==> src/rtl/spawn_rng.sv <==
// Divider-paced 10-bit Fibonacci LFSR (x^10 + x^7 + 1) with a one-cycle tick per new value.
// Optional macro SPAWN_RNG_STEP_EN adds a step_req input that forces an immediate step.
module spawn_rng #(
    parameter int         TICK_DIV = 50000,
    parameter logic [9:0] SEED     = 10'b0000000001
) (
    input  logic       clk,
    input  logic       reset,
    input  logic       enable,
    input  logic       load_seed,
    input  logic [9:0] seed_in,
`ifdef SPAWN_RNG_STEP_EN
    input  logic       step_req,
`endif
    output logic [9:0] rand_out,
    output logic       tick
);

    localparam int         CW        = (TICK_DIV > 1) ? $clog2(TICK_DIV) : 1;
    localparam logic [CW-1:0] CNT_MAX = CW'(TICK_DIV - 1);
    localparam logic [9:0] SEED_SAFE = (SEED == 10'd0) ? 10'd1 : SEED;

    typedef enum logic {
        IDLE = 1'b0,
        RUN  = 1'b1
    } state_t;

    state_t          state;
    state_t          state_next;
    logic [CW-1:0]   div_cnt;
    logic [CW-1:0]   div_cnt_next;
    logic [9:0]      rand_next;
    logic            tick_next;
    logic            run;
    logic            div_step;
    logic            force_step;
    logic            do_step;

    always_ff @(posedge clk or posedge reset) begin
        if (reset) begin
            state    <= IDLE;
            div_cnt  <= '0;
            rand_out <= SEED_SAFE;
            tick     <= 1'b0;
        end else begin
            state    <= state_next;
            div_cnt  <= div_cnt_next;
            rand_out <= rand_next;
            tick     <= tick_next;
        end
    end

`ifdef SPAWN_RNG_STEP_EN
    assign force_step = step_req;
`else
    assign force_step = 1'b0;
`endif

    always_comb begin
        state_next   = state;
        div_cnt_next = div_cnt;
        rand_next    = rand_out;
        tick_next    = 1'b0;

        case (state)
            IDLE:    if (enable)  state_next = RUN;
            RUN:     if (!enable) state_next = IDLE;
            default: state_next = IDLE;
        endcase

        // The edge that changes state already behaves as the new state,
        // so dropping enable freezes immediately and raising it counts at once.
        run      = (state_next == RUN);
        div_step = run && (div_cnt == CNT_MAX);
        do_step  = div_step || force_step;

        if (load_seed) begin
            rand_next    = (seed_in == 10'd0) ? 10'd1 : seed_in;
            div_cnt_next = '0;
        end else begin
            if (run) begin
                div_cnt_next = div_step ? '0 : div_cnt + CW'(1);
            end
            if (do_step) begin
                rand_next = {rand_out[8:0], rand_out[9] ^ rand_out[6]};
                tick_next = 1'b1;
            end
        end
    end

endmodule
==> config.mk <==
export PLATFORM = sky130hd
export DESIGN_NAME = spawn_rng
export DESIGN_NICKNAME = d
export VERILOG_FILES = /design/src/rtl/spawn_rng.sv
export SDC_FILE = /design/constraint.sdc
export NUM_CORES = 1
export LEC_CHECK = 0
export BUFFER_PORTS_ARGS = -buffer_cell sky130_fd_sc_hd__buf_2
export CAP_MARGIN = 20
export CORE_MARGIN = 2
export CORE_UTILIZATION = 40
export CTS_BUF_LIST = sky130_fd_sc_hd__clkbuf_2 sky130_fd_sc_hd__clkbuf_4 sky130_fd_sc_hd__clkbuf_8
export DETAILED_ROUTE_END_ITERATION = 8
export PLACE_DENSITY = 0.57
export SLEW_MARGIN = 20
export SYNTH_ARGS = -nofsm -noshare
export SYNTH_HDL_FRONTEND = slang
export SYNTH_SLANG_ARGS = --single-unit
==> constraint.sdc <==
create_clock -name clk -period 2 [get_ports clk]
set_input_delay 0.3 -clock clk [delete_from_list [all_inputs] [get_ports clk]]
set_output_delay 0.3 -clock clk [all_outputs]
set_load 0.03 [all_outputs]
# [Yosys cells after proc, flatten, opt, wreduce, memory -nomap -nowiden]
# Index checks and enable logic that the tools add are counted.
[totals] ff_bits=27 latchBits=0 ramBits=0 romBits=0 in_bits=14 out_inout_bits=11 word_cells=19 mem_count=0
[op_classes] addsub=1 multipliers=0 div_mod_pow=0 order_cmp=0 n_eq_ne=1 shift=0 n_mux=9 bitwise=1 n_reduce_logical=4
[op_table] op="16-bit two-way mux" count=3
[op_table] op="10-bit two-way mux" count=3
[op_table] op="16-bit by 1-bit adder with 16-bit output, second input constant" count=1
[op_table] op="16-bit == test, second input constant" count=1
[op_table] op="10-bit logical NOT" count=1
[op_table] op="2-bit nonzero test" count=2
[op_table] op="1-bit two-way mux" count=3
[op_table] op="1-bit logical AND" count=1
[op_table] op="1-bit bitwise XOR" count=1

# [Logic depth before layout (Yosys ltp)]
# Gate-level depths: netlist of run 1.
[logic_depth] word_depth=5 mapped_depth=6 ltp_nobuf=5

# [Worst setup path before layout of run 1]
# No wires, ideal clock.
[synth_timing] kind="flip-flop to flip-flop" from="reg div_cnt[0]" to="reg div_cnt[12]" setup_ns=0.078 t_arrival_ns=1.539 setup_slack_ns=0.384 path_stages_with_launch=6 synth_period_minus_slack_ns=1.616 cell_sequence="dfrtp_1 ha_1 nand3_1 or2_4 or4_1 a21oi_1"
[synth_via] elab_chain_len=5
[synth_lines] element="start: declaration" line="30" rtl="logic [CW-1:0] div_cnt;"
[synth_lines] element="start signal: assignment" line="47" rtl="div_cnt <= div_cnt_next;"
[synth_lines] element="branches (longest 2 deep; another with 16-bit by 1-bit adder with 16-bit output)"
[synth_lines] element="16-bit two-way mux *" line="82" rtl="div_cnt_next = div_step ? '0 : div_cnt + CW'(1);"
[synth_lines] element="16-bit two-way mux *" line="81" rtl="if (run) begin"
[synth_lines] element="16-bit two-way mux *" line="77" rtl="if (load_seed) begin"
# Every way passes the cells marked *. The select of a mux whose other input is x is not followed.
# A chain may end at the register's enable or synchronous reset.

# [Final worst setup path of run 1]
# Same ends and word-level chain as after synthesis.

==> key figures, run 1 <==
Clocking
  • Clock slew at reported path FFs: 0.15 ns
  • Max H-tree Level: 1
  • Clock root cell: clkbuf_4
  • Clock Tree Buf Depth: 2
  • Hold Buf Count CTS: 0
  • Worst-skew pair later-pin latency: 0.33 ns
  • Setup bufs post-CTS: 0
  • # resized after CTS: 0
  • TritonCTS clock tree: built
  • Clock net sink count: 27
  • Total CTS buffers: 3

Synth
  • Post-Synthesis Cells: 151
  • Top cell type's share of synthesized area: 0.453
  • Largest area contributor in the netlist: dfrtp_1
  • Synth cell types: 35
  • Register area share after synthesis: 0.471
  • Cell Area, Synth: 1440 sq um
  • Post-synth ARST share: 1.00
  • Post-synth EDFFs: 0
  • Synth Flop Type: dfrtp_1
  • Ranking of synthesized cells by area: dfrtp_1 45%, xnor2_1 6.1%, nand2_1 5.2%
  • Syn_area_per_cell: 9.52 sq um
  • Post-Syn Nets: 166
  • Most frequent cell after synthesis: dfrtp_1
  • Ys Warns: 0
  • Most frequent cells after synthesis: 26 x dfrtp_1, 20 x nand2_1, 15 x nor2_1
  • Post-synthesis register bit count: 27

Timing
  • Fin crit period: 1.78 ns
  • Slew HR: 0.623
  • Max Transition Viols Final: 0
  • Setup TNS: 0 ns
  • Tightest Pin Transition: 0.565 ns
  • Final setup viols: 0
  • Hold slack: -0.0123 ns
  • Clock Skew: 0.00949 ns
  • RSZ-0062 raised after global routing: no
  • Period utilization: 0.888
  • Final Hold Fails: 13
  • Max Fclk: 563 MHz

Cells and area
  • Final #Nets: 195
  • Final Core Density: 0.494
  • Area delta synth->final: 16.4%
  • Post-Layout Cell Count: 225
  • ANT cells: 0
  • Fin area: 1670 sq um
  • Layout cells sized above 1: 0.212

Die
  • Num rows: 21
  • Overall die width: 64.0 microns
  • Die Height: 64.0 microns
  • Num ports: 25
  • Core Box Area: 3390 sq um
  • Starting Density: 0.424
  • DIE AREA: 4090 sq um

Routing
  • Routed wire length: 2950 microns
  • 1st-pass router iterations: 4
  • Vias per cell: 5.13
  • Initial DRC count: 46
  • Antenna-violating nets left: 0
  • Routed WL per cell: 13.1 microns
  • Post-route DRC: 0
  • Vias: 1155

Setup path
  • Worst setup EP type: flip-flop
  • CP Class: flip-flop to flip-flop
  • Crit path arrival time: 2.05 ns
  • Crit path launch type: flip-flop
  • Crit-path max FO: 5
  • Worst path required time: 2.27 ns

Global routing
  • Tot GR Track Use: 0.165
  • Initial antenna violation count: 0
  • Pin count of the biggest net entering global routing: 28
  • First-pass GRT wire length: 5260 microns
  • GRT busiest layer: met1
  • M3 GR Usage: 0.0264
  • Grt total ovfl: 0
  • Via count of the first global-routing pass: 1091
  • Routing usage on met1: 0.249
  • GR Layer Usage met2: 0.238

Place
  • GP Congestion: 0.829
  • Cell Area, Placed: 1640 sq um
  • HPWL after DPL: 2260 microns
  • IO Port Bufs: 24
  • DP Cell Count: 221

Power
  • PwrDens: 593 nW/um^2
  • Max VDD drop: 0.301 mV
  • P_leak: 0.763 nW
  • Pwr Total: 0.991 mW

Job
  • Max-Cap Viols: 0

Hold path
  • HP Class: input port to asynchronous set/reset pin

Outcome
  • Status: complete, but fails checks
  • Failing checks: negative hold slack
-- placed cells by master (no fill, tap or decap), drive strengths merged, types with 3 or more instances in the layout --
master  count
nand2      20
nand3       6
inv         4
nor3        4
clkbuf      4
nor2b       8
a21oi       5
nand2b      3
dfrtp      26
or3         3
buf        29
o21ai       3
mux2i       7
nor4        3
nand4       5
xnor2      10
nor2       15
-- sequential cells by signal, indices dropped and copies added, names as in the netlist --
name,cells
div_cnt,16
tick,1
rand_out,10
-- report_power, final --
| part | switching (mW) | total [mW] | internal [mW] |
|---|---|---|---|
| Sequential | 0.0153 | 0.584 | 0.569 |
| Clock | 0.165 | 0.257 | 0.0918 |
| Combinational | 0.0953 | 0.150 | 0.0548 |
| Total | 0.276 | 0.991 | 0.716 |
-- kinds of logic (layout without fill, tap and decap cells) --
| logic type | count (synthesis) | in the layout | share of synthesized area |
|---|---|---|---|
| AOI/OAI and AO/OA | 14 | 14 | 0.0731 |
| xor gates and xnor gates | 12 | 12 | 0.0731 |
| and+or+nand+nor | 81 | 81 | 0.299 |
| muxes | 7 | 7 | 0.0487 |
| adders and majority gates | 1 | 1 | 0.00870 |
| DFF | 27 | 27 | 0.471 |
| buffers and inverters | 9 | 37 | 0.0261 |
-- through the flow --
stage,hold slack (ns),setup WS [ns]
floorplan,0.352,0.384
global placement,0.388,0.325
detailed placement,0.392,0.235
CTS,0.0127,0.204
global route,0.0368,0.122
finish,-0.0123,0.224
-- worst paths after layout --
kind	cells after the start	slack [ns]	to	from
worst min-delay path	2	-0.01	tick$_DFF_PP0_	reset
min in group clk	3	0.18	rand_out[2]$_DFFE_PP0P_	seed_in[2]
max in group asynchronous	3	1.45	rand_out[0]$_DFFE_PP1P_	reset
worst max-delay path	5	0.22	div_cnt[12]$_DFFE_PP0P_	div_cnt[0]$_DFFE_PP0P_
worst min register to register	2	0.58	rand_out[9]$_DFFE_PP0P_	rand_out[9]$_DFFE_PP0P_
worst max register to register	5	0.22	div_cnt[12]$_DFFE_PP0P_	div_cnt[0]$_DFFE_PP0P_
-- routing by layer --
metal | vias to the layer above | wire length (microns) | part of all wire
met5 | - | 0 | 0
met4 | 0 | 44 | 0.015
met3 | 4 | 64 | 0.022
met2 | 12 | 1310 | 0.45
met1 | 551 | 1520 | 0.52
li1 | 588 | - | -
-- layout make-up --
cell class,instances,area [sq um]
fill,309,1720
multi-input combinational,115,723
sequential,27,677
timing repair buffer,29,170
tap,46,57.6
clock buffer,4,30.0
inverter,4,15.0
-- critical path, stage by stage (launching register included) --
cell     delay, ns
dfrtp_1       0.44
ha_1          0.21
nand3_1       0.13
or2_4         0.28
or4_1         0.50
a21oi_1       0.16
No activity file was read; power rests on OpenSTA's default activity.
==> run 2: changes to the inputs <==
--- a/config.mk
+++ b/config.mk
@@ -8,10 +8,10 @@
 export BUFFER_PORTS_ARGS = -buffer_cell sky130_fd_sc_hd__buf_2
 export CAP_MARGIN = 20
 export CORE_MARGIN = 2
-export CORE_UTILIZATION = 40
+export CORE_UTILIZATION = 45
 export CTS_BUF_LIST = sky130_fd_sc_hd__clkbuf_2 sky130_fd_sc_hd__clkbuf_4 sky130_fd_sc_hd__clkbuf_8
 export DETAILED_ROUTE_END_ITERATION = 8
-export PLACE_DENSITY = 0.57
+export PLACE_DENSITY = 0.63
 export SLEW_MARGIN = 20
 export SYNTH_ARGS = -nofsm -noshare
 export SYNTH_HDL_FRONTEND = slang
==> run 2 against run 1 <==
Design area rose by 0.37%; non-clock buffer count rose by 2; utilization rose by 5.6 points; combinational power barely moved; critical path type unchanged; sequential cell count did not move; the flow now finishes without violations; via count rose by 2.9%; sequential power barely moved; register-to-register slack barely moved; clock power fell by 7.8%; highest routed layer unchanged; clock skew fell by 0.0044 ns; worst hold slack improved by 0.19 ns; final cell count did not move.
==> key figures, run 2 (synthesis results as in run 1) <==
Routing
  • Vias: 1188 (+2.9%)
  • Antenna-violating nets left: 0 (unchanged)
  • Routed WL per cell: 13.2 microns (+1.2%)
  • Initial DRC count: 35 (-24%)
  • Post-route DRC: 0 (unchanged)
  • Vias per cell: 5.28 (+2.9%)
  • Routed wire length: 2980 microns (+1.2%)
  • 1st-pass router iterations: 4 (unchanged)

Power
  • P_leak: 0.768 nW (+0.59%)
  • Max VDD drop: 0.264 mV (-12%)
  • PwrDens: 577 nW/um^2 (-2.6%)

Timing
  • Hold slack: 0.178 ns (+0.190 ns)
  • Fin crit period: 1.77 ns (-0.00282 ns)
  • Max Fclk: 564 MHz (+0.16%)
  • Slew HR: 0.757 (+0.134)
  • Final Hold Fails: 0 (-13)
  • Final setup viols: 0 (unchanged)
  • Setup TNS: 0 ns (unchanged)
  • Period utilization: 0.886 (-0.00141)
  • Max Transition Viols Final: 0 (unchanged)
  • Tightest Pin Transition: 0.359 ns (-0.206 ns)
  • RSZ-0062 raised after global routing: no
  • Clock Skew: 0.00507 ns (-0.00442 ns)

Die
  • Num rows: 20 (-4.8%)
  • Overall die width: 60.5 microns (-5.4%)
  • DIE AREA: 3660 sq um (-10%)
  • Num ports: 25 (unchanged)
  • Die Height: 60.5 microns (-5.4%)
  • Starting Density: 0.471 (+0.0468)
  • Core Box Area: 3050 sq um (-9.9%)

Setup path
  • Crit path arrival time: 2.04 ns (about the same)
  • Crit path launch type: flip-flop
  • Worst setup EP type: flip-flop
  • Crit-path max FO: 5 (unchanged)
  • Worst path required time: 2.26 ns (about the same)
  • CP Class: flip-flop to flip-flop

Job
  • Max-Cap Viols: 0 (unchanged)

Cells and area
  • Most frequent cells in the layout: 26 x dfrtp_1, 24 x buf_2, 20 x nand2_1, 15 x nor2_1, 10 x xnor2_1
  • Fillcell total: 299 (-3.2%)
  • Commonest non-fill, non-tap cell in the layout: dfrtp_1
  • Largest reg by FF count: div_cnt
  • Final #Nets: 197 (+1.0%)
  • Layout cells sized above 1: 0.221 (+0.00870)
  • Max FFs per register: 16 (unchanged)
  • Largest regs: div_cnt: 16 flops, rand_out: 10 flops, tick: 1 flops
  • Sequential Area: 677 sq um (unchanged)
  • ANT cells: 0 (unchanged)
  • Area of the multi-input gates: 729 sq um (+0.87%)
  • Area delta synth->final: 16.8%

Global routing
  • Pin count of the biggest net entering global routing: 28 (unchanged)
  • Grt total ovfl: 0 (unchanged)
  • Tot GR Track Use: 0.175 (+0.0103)
  • First-pass GRT wire length: 4870 microns (-7.5%)
  • Initial antenna violation count: 0 (unchanged)
  • Via count of the first global-routing pass: 1043 (-4.4%)

Clocking
  • Max H-tree Level: 1 (unchanged)
  • TritonCTS clock tree: built
  • Clock net sink count: 27 (unchanged)
  • Total CTS buffers: 3 (unchanged)
  • Clock root cell: clkbuf_4
  • Clock Tree Buf Depth: 2 (unchanged)
  • Clock slew at reported path FFs: 0.15 ns (about the same)
  • Worst-skew pair later-pin latency: 0.32 ns (about the same)
  • Setup bufs post-CTS: 0 (unchanged)

Hold path
  • HP Class: input port to flip-flop

Place
  • IO Port Bufs: 24 (unchanged)
  • GP Congestion: 0.828 (about the same)
  • HPWL after DPL: 2210 microns (-2.4%)

Outcome
  • Status: finished clean
==> run 2: changes by cell type in the layout (fill, tap and decap cells not counted), sizes merged <==
cell         before  now
clkinv            0    1
buf              29   30
dlygate4sd3       0    1
clkbuf            4    3
==> run 2: power by group <==
group	total (mW)	switching (mW)	internal [mW]
clock	0.237	0.162	0.0750
combinational	0.148	0.0942	0.0535
sequential	0.585	0.0156	0.569
==> run 2: timing repair <==
action | CTS | global route
hold buffers | 1 | 0
setup endpoints to repair | 0 | 1
hold endpoints to repair | 4 | 0
resized for setup | 0 | 1
==> run 2: area by class of cell <==
cell class	instances	share of cell area
tap	44	0.0328
clock buffer	3	0.0134
inverter	4	0.00894
multi-input combinational	115	0.434
sequential	27	0.403
clock inverter	1	0.00298
timing repair buffer	31	0.104
==> run 2: layer usage <==
metal | global-route usage | vias to the layer above | share of wire
met5 | 0 | - | 0
met4 | 0.0559 | 0 | 0.0070
met3 | 0.0192 | 2 | 0.018
met2 | 0.267 | 18 | 0.46
met1 | 0.262 | 580 | 0.52
li1 | - | 588 | -
==> run 2: path summary, 6_finish.rpt <==
kind	startpoint	to	slack, ns	cells after the start
setup / recovery	div_cnt[0]$_DFFE_PP0P_	div_cnt[12]$_DFFE_PP0P_	0.23	5
hold / removal	seed_in[2]	rand_out[2]$_DFFE_PP0P_	0.18	3
hold reg to reg	div_cnt[15]$_DFFE_PP0P_	div_cnt[15]$_DFFE_PP0P_	0.58	3
max in group asynchronous	reset	rand_out[0]$_DFFE_PP1P_	1.15	4
setup reg to reg	div_cnt[0]$_DFFE_PP0P_	div_cnt[12]$_DFFE_PP0P_	0.23	5
min in group asynchronous	reset	rand_out[8]$_DFFE_PP0P_	0.56	4
==> run 2: worst max-delay path, stage by stage, from the launching register on <==
cell	delay [ns]
dfrtp_1	0.44
ha_1	0.22
nand3_1	0.14
or2_4	0.28
or4_1	0.50
a21oi_1	0.14
==> run 2: per-stage QoR <==
step	std cells	setup WS (ns)	total power, mW	utilization	instance area [sq um]
finish	225	0.227	0.969	0.550	1680
global route	225	0.0763	1.03	0.550	1680
CTS	225	0.165	0.988	0.548	1670
detailed placement	220	0.192	0.744	0.536	1640
global placement	220	0.323	0.740	0.536	1640
floorplan	151	0.384	0.690	-	1440
